<file path="src/rtl/tricpu_pkg.sv">
// Shared types for the tricpu AXI-Stream input path: word width, the {last, data}
// stream word and the output-register state encoding.
package tricpu_pkg;

   localparam int AXIS_W = 32;

   typedef struct packed {
      logic              last;
      logic [AXIS_W-1:0] data;
   } axis_word_t;

   typedef enum logic {
      OUT_EMPTY = 1'b0,
      OUT_FULL  = 1'b1
   } out_state_t;

endpackage

</file>
<file path="src/rtl/sdp_ram.sv">
// Simple dual-port memory, synchronous write and registered read. A write to the
// address being read is forwarded so a freshly written head word is visible next cycle.
module sdp_ram #(
   parameter int P_WIDTH  = 33,
   parameter int P_ADDR_W = 4
) (
   input  logic                clk,
   input  logic                we,
   input  logic [P_ADDR_W-1:0] waddr,
   input  logic [P_WIDTH-1:0]  wdata,
   input  logic [P_ADDR_W-1:0] raddr,
   output logic [P_WIDTH-1:0]  rdata
);

   logic [P_WIDTH-1:0] mem [1 << P_ADDR_W];

   always_ff @(posedge clk) begin
      if (we) begin
         mem[waddr] <= wdata;
      end
      if (we && (waddr == raddr)) begin
         rdata <= wdata;
      end else begin
         rdata <= mem[raddr];
      end
   end

endmodule

</file>
<file path="src/rtl/axis_tx_fifo.sv">
// Buffered AXI-Stream master feeding tricpu's s_axis port, with cut-through or
// store-and-forward release and occupancy/packet counters for debug.
module axis_tx_fifo
   import tricpu_pkg::*;
#(
   parameter int P_WIDTH      = AXIS_W,
   parameter int P_DEPTH_LOG2 = 4,
   parameter bit P_STORE_FWD  = 1'b0
) (
   input  logic                  clk,
   input  logic                  rst,
   input  logic                  wr_valid,
   input  logic [P_WIDTH-1:0]    wr_data,
   input  logic                  wr_last,
   output logic                  wr_ready,
   output logic [P_WIDTH-1:0]    m_axis_tdata,
   output logic                  m_axis_tlast,
   output logic                  m_axis_tvalid,
   input  logic                  m_axis_tready,
   output logic [P_DEPTH_LOG2:0] o_level,
   output logic [P_DEPTH_LOG2:0] o_pkts,
   output logic                  o_overrun
);

   localparam int LW = P_DEPTH_LOG2 + 1;
   localparam logic [P_DEPTH_LOG2:0] LEVEL_FULL = LW'(1 << P_DEPTH_LOG2);

   typedef struct packed {
      logic               last;
      logic [P_WIDTH-1:0] data;
   } word_t;

   logic [P_DEPTH_LOG2:0] wr_ptr;
   logic [P_DEPTH_LOG2:0] rd_ptr;
   logic [P_DEPTH_LOG2:0] rd_ptr_next;
   logic [P_DEPTH_LOG2:0] level;
   logic [P_DEPTH_LOG2:0] pkts;
   logic                  in_prog;
   out_state_t            state;
   out_state_t            state_next;
   word_t                 wr_word;
   word_t                 rd_word;
   logic                  wr_en;
   logic                  load;
   logic                  load_slot;
   logic                  permit;
   logic                  handshake;
   logic                  mem_full;
   logic                  mem_empty;

   assign mem_full      = (level == LEVEL_FULL);
   assign mem_empty     = (level == '0);
   assign wr_ready      = !mem_full;
   assign wr_en         = wr_valid && wr_ready;
   assign wr_word       = {wr_last, wr_data};
   assign m_axis_tvalid = (state == OUT_FULL);
   assign handshake     = m_axis_tvalid && m_axis_tready;
   assign rd_ptr_next   = rd_ptr + LW'(load);
   assign o_level       = level;
   assign o_pkts        = pkts;

   // Reading at the next-head address keeps rd_word equal to the head word on every load edge.
   sdp_ram #(
      .P_WIDTH ($bits(word_t)),
      .P_ADDR_W(P_DEPTH_LOG2)
   ) u_ram (
      .clk  (clk),
      .we   (wr_en),
      .waddr(wr_ptr[P_DEPTH_LOG2-1:0]),
      .wdata(wr_word),
      .raddr(rd_ptr_next[P_DEPTH_LOG2-1:0]),
      .rdata(rd_word)
   );

   // The full-memory escape lets packets longer than the buffer drain as cut-through.
   always_comb begin
      state_next = state;
      load_slot  = (state == OUT_EMPTY) || handshake;
      if (P_STORE_FWD) begin
         permit = !mem_empty && ((pkts != '0) || in_prog || mem_full);
      end else begin
         permit = !mem_empty;
      end
      load = load_slot && permit;
      if (load) begin
         state_next = OUT_FULL;
      end else if (handshake) begin
         state_next = OUT_EMPTY;
      end
   end

   always_ff @(posedge clk) begin
      if (rst) begin
         state <= OUT_EMPTY;
      end else begin
         state <= state_next;
      end
   end

   always_ff @(posedge clk) begin
      if (rst) begin
         wr_ptr       <= '0;
         rd_ptr       <= '0;
         level        <= '0;
         pkts         <= '0;
         in_prog      <= 1'b0;
         o_overrun    <= 1'b0;
         m_axis_tdata <= '0;
         m_axis_tlast <= 1'b0;
      end else begin
         if (wr_en) begin
            wr_ptr <= wr_ptr + LW'(1);
         end
         rd_ptr <= rd_ptr_next;
         level  <= level + LW'(wr_en) - LW'(load);
         pkts   <= pkts + LW'(wr_en && wr_last) - LW'(load && rd_word.last);
         if (load) begin
            m_axis_tdata <= rd_word.data;
            m_axis_tlast <= rd_word.last;
            in_prog      <= !rd_word.last;
         end
         if (wr_valid && !wr_ready) begin
            o_overrun <= 1'b1;
         end
      end
   end

   // The extra pointer MSB makes the pointer distance an independent copy of the level.
   ptr_level_consistent : assert property (@(posedge clk) disable iff (rst)
      (LW'(wr_ptr - rd_ptr) == level));

endmodule
</file>
<file path="config.mk">
export PLATFORM = sky130hd
export DESIGN_NAME = axis_tx_fifo
export DESIGN_NICKNAME = d
export VERILOG_FILES = /design/src/rtl/tricpu_pkg.sv /design/src/rtl/sdp_ram.sv /design/src/rtl/axis_tx_fifo.sv
export SDC_FILE = /design/constraint.sdc
export NUM_CORES = 1
export LEC_CHECK = 0
export CELL_PAD_IN_SITES_DETAIL_PLACEMENT = 1
export CELL_PAD_IN_SITES_GLOBAL_PLACEMENT = 1
export CORE_ASPECT_RATIO = 0.8
export CORE_MARGIN = 1
export CORE_UTILIZATION = 48
export DETAILED_ROUTE_END_ITERATION = 6
export PLACE_DENSITY = 0.8
export SLEW_MARGIN = 20
export SYNTH_ARGS = -nofsm -noshare
export SYNTH_HDL_FRONTEND = slang
export SYNTH_SLANG_ARGS = --single-unit
</file>
<file path="constraint.sdc">
create_clock -name clk -period 3.8 [get_ports clk]
set_input_delay 0.57 -clock clk [delete_from_list [all_inputs] [get_ports clk]]
set_output_delay 0.57 -clock clk [all_outputs]
set_load 0.05 [all_outputs]
</file>
After elaboration in Yosys (flattened, before gate mapping)
Memory sizes are Yosys's and may differ from the RTL's. A register that Yosys moved wholly into a read port is not among the register bits.
Cells that the tools add are included.

storage, ports and cells
  memories kept = 1
  bits in writable memories = 528
  bits of input ports = 37
  bits in registers = 55
  output and inout bits = 46

memory list
  memory     words  bits a word  read ports  clocked after Yosys merged registers in  wr ports  line           RTL
  u_ram.mem  16     33           1           1                                        1         sdp_ram.sv:15  logic [P_WIDTH-1:0] mem [1 << P_ADDR_W];

cells by class
  mux-type cells = 4
  $add $sub $neg = 6
  reduce and logical (&&, ||, !) cells = 11
  eq/ne operators = 1
  bitwise operators = 1

operator list
  kind                   number
  $add A5 B1 Y5          3
  $sub A5 B1 Y5          2
  $logic_and A1 B1 Y1    6
  $add A5 B1 Y5 const B  1
  $eq A5 B5 Y1 const B   1
  $logic_not A5 Y1       1
  $mux W1                4
  $logic_not A1 Y1       2
  $reduce_bool A2 Y1     1
  $logic_or A1 B1 Y1     1
  $not A1 Y1             1

Longest topological paths before layout
  depth after elaboration = 6
  gate-level depth with buffers = 15

Cells and area by module
From an unflattened synthesis, not the netlist that was laid out.

unflattened totals
  cells, all modules = 1107
  area total of the unflattened synthesis = 22476.6 um^2

by module, submodules not included
  module        cells each  instances  seq. area each (um^2)  area an instance (um^2)
  sdp_ram       835         1          15935.3                20050.5
  axis_tx_fifo  272         1          1061.0                 2426.1

Least setup slack after synthesis
Ideal clock, no wire load.

  path type = flip-flop to flip-flop
  from = register level[2], in the netlist o_level[2]
  to = memory u_ram.mem[0][0] (enable)
  required time = 3.336 ns
  setup slack = -1.000 ns
  data arrival time = 4.335 ns
  buffers on the path = 1
  setup time = 0.464 ns
  cell stages (with the launch flop) = 8
  cells stage by stage = dfxtp_1 -> inv_1 -> ha_1 -> nand4bb_1 -> and2_1 -> clkbuf_1 -> nand2_1 -> nor3_1

between the ends
  cells in the longest elaborated chain, start to end = 5

ends and longest elaborated chain
  element                        line                 RTL
  start, declared                axis_tx_fifo.sv:36   logic [P_DEPTH_LOG2:0] level;
  start signal, assigned         axis_tx_fifo.sv:115  level <= level + LW'(wr_en) - LW'(load);
  $eq A5 B5 Y1                   axis_tx_fifo.sv:51   assign mem_full = (level == LEVEL_FULL);
  $logic_not A1 Y1               axis_tx_fifo.sv:53   assign wr_ready = !mem_full;
  named net wr_ready             axis_tx_fifo.sv:15   output logic wr_ready,
  $logic_and A1 B1 Y1            axis_tx_fifo.sv:54   assign wr_en = wr_valid && wr_ready;
  $mux W1                        sdp_ram.sv:18        if (we) begin
  $mux W1 (not written as such)  sdp_ram.sv:19        mem[waddr] <= wdata;
  end, declared                  sdp_ram.sv:15

The timed path passes the listed nets, and every way through them passes these cells.

==> metrics <==
status finished clean; CP endpoint kind flop; Post-synth EDFFs 528; fill count 3,780; Vias/cell 6.071; TritonCTS clock tree yes; Mapped Cells 1,037; GRT Util Overall 22.55%; min cycle time layout 3.322 ns; Design Power 0.01768 W; Cell variety after synth 38; die span in y 193.6 µm; Num Clock Sinks 585; fin util 57.23%; drt pass-1 iters 5; fraction of registers with async set/reset 0%; vias after detailed routing 10,900; maximum VDD drop 0.0006391 V; Diodes inserted 0; unrepaired setup endpoints after global routing no; wire length per cell 28.98 µm; first-pass GRT wire length 77.67 mm; worst slack, placed 0.4622 ns; r2r worst-path depth 12; die width 241.5 µm; postcts setup bufs 0; min setup slack post-route 0.4782 ns; share of cells above drive strength 1 22.05%; Yosys reg bits 585; HP Class flop to flop; num ports 83; pwr/cell area 689.3 nW/µm²; worst path required time 4.24 ns; Hold Buf Count CTS 0; core area 44,810 µm²; Die Area 46,770 µm²; sequential area share after synthesis 77.14%; GPL Wtd Cong 0.7142; dpl hpwl 27.34 mm; Area Growth Syn to Fin 16.37%; final net count 1,201; fin area 25,640 µm²; port bufs 82; vias in the first global route 11,870; critical setup path kind flop to flop; Netlist Area Pre-Place 22,030 µm²; setup violators final 0; DR DRC count 0; crit path DAT 3.77 ns; Achievable Freq 301.0 MHz; fin. max-slew vios 0; CTS Buf Count 55; CP max FO 7; Post-DP Area 23,800 µm²; Clock Path Buffers 3; final hold violation count 0; H-tree levels 2; number of DRC markers in iteration 0 953; most common cell after layout, fill and taps aside edfxtp_1; Clock Latency Late Sink 0.59 ns; wirelength, routed 52.05 mm; Post-DRT Antenna Nets 0; actual slew at the worst max-slew pin 1.120 ns; post-CTS sizing 0; worst hold stages 1; commonest non-fill, non-tap cells in the layout 528 x edfxtp_1, 131 x mux4_2, 82 x clkdlybuf4s50_1; CTS root buffer clkbuf_16; largest net degree at the start of global routing 129; Primary FF master, synth edfxtp_1; Initial Utilization 49.17%; skew final 0.01585 ns; crit start category flop; Rel. slew slack 25.33%; max-cap violation count 0; FP Rows 69; initial antenna violation count 3; Lkg Pwr 8.011 nW; clock-pin slew on the worst setup and hold paths 0.07 ns; total gr overflow 0; Synth warnings 0; average cell area after synthesis 21.25 µm²; hold_ws 0.4402 ns; syn_nets 1,091; final period utilization 87.42%
[final timing paths]
kind | startpoint | to | slack [ns]
setup / recovery | flop | o_pkts[4] | 0.48
hold reg to reg | rd_ptr[3] | flop | 0.44
hold / removal | rd_ptr[3] | flop | 0.44
setup reg to reg | flop | o_pkts[4] | 0.48
[through the flow]
step,instances,TNS (ns)
2_1_floorplan,1037,-109.08
3_3_place_gp,1693,0
3_5_place_dp,1693,0
4_1_cts,1796,0
5_1_grt,1796,0
6_report,1796,0
[area by class of cell]
cell class              instances  area (µm²)  share of cell area (%)
inverters                      16       60.06                  0.2342
multi-input cells             379        4825                   18.82
clock buffers                  72        1513                   5.900
well taps                     603       754.5                   2.942
repair buffers                110        1156                   4.509
clock inverters                31       329.1                   1.283
flip-flops and latches        585       17000                   66.32
[critical path, cell delays in order (launching register included)]
cell and delay [ns]:
dfxtp_1 0.52, mux4_2 0.54, mux2_2 0.27, a32oi_1 0.20
nor2_1 0.10, ha_1 0.29, inv_1 0.04, ha_1 0.20
fa_1 0.44, a21o_1 0.20, a21oi_1 0.17, xnor2_1 0.15
nor2_1 0.06
[report_power, final]
part           leakage, nW  switching (W)  internal [W]
sequential            5.24       0.000308       0.00746
clock                0.890        0.00232       0.00327
combinational         1.88        0.00254       0.00177
[metal layers]
metal | global-route usage, % | wire length (µm) | up-vias
met1 | 31.26 | 21800 | 5904
met3 | 4.498 | 3491 | 87
met5 | 0 | 25 | -
met4 | 5.402 | 1060 | 4
met2 | 37.05 | 25680 | 371
li1 | - | - | 4538
[cells by family after synthesis]
kind of cell / synth area share [%]
compound gates: 3.719
mux: 13.49
buf+inv: 1.624
xor+xnor: 0.4770
fa+ha+maj: 1.034
flops: 77.14
simple gates: 2.521
[cell usage after synthesis, types with 2 or more instances]
cell	count	share of area, %
nor2b_1	8	0.23
a21oi_1	7	0.16
a32oi_1	2	0.080
nand2b_1	7	0.20
nor4_2	2	0.11
nand3_1	34	0.77
mux4_2	131	13
xor2_1	7	0.28
a22oi_1	63	2.1
buf_6	7	0.36
xnor2_1	5	0.20
inv_1	15	0.26
nor2_1	25	0.43
a21o_1	3	0.10
nand2_1	14	0.24
edfxtp_1	528	72
buf_1	6	0.10
fa_1	2	0.18
dfxtp_1	57	5.2
buf_2	13	0.30
buf_4	4	0.14
and2_1	6	0.17
ha_1	15	0.85
clkbuf_1	27	0.46
o211ai_1	32	1.1
nor3_1	5	0.11
[registers in the layout, indices dropped and copies added (netlist names), named ones only]
register,flops
m_axis_tdata,32
u_ram.mem,528
m_axis_tvalid,1
o_overrun,1
wr_ptr,4
o_level,5
m_axis_tlast,1
rd_ptr,4
o_pkts,5
Note: power is estimated with default switching activity, not from simulation.
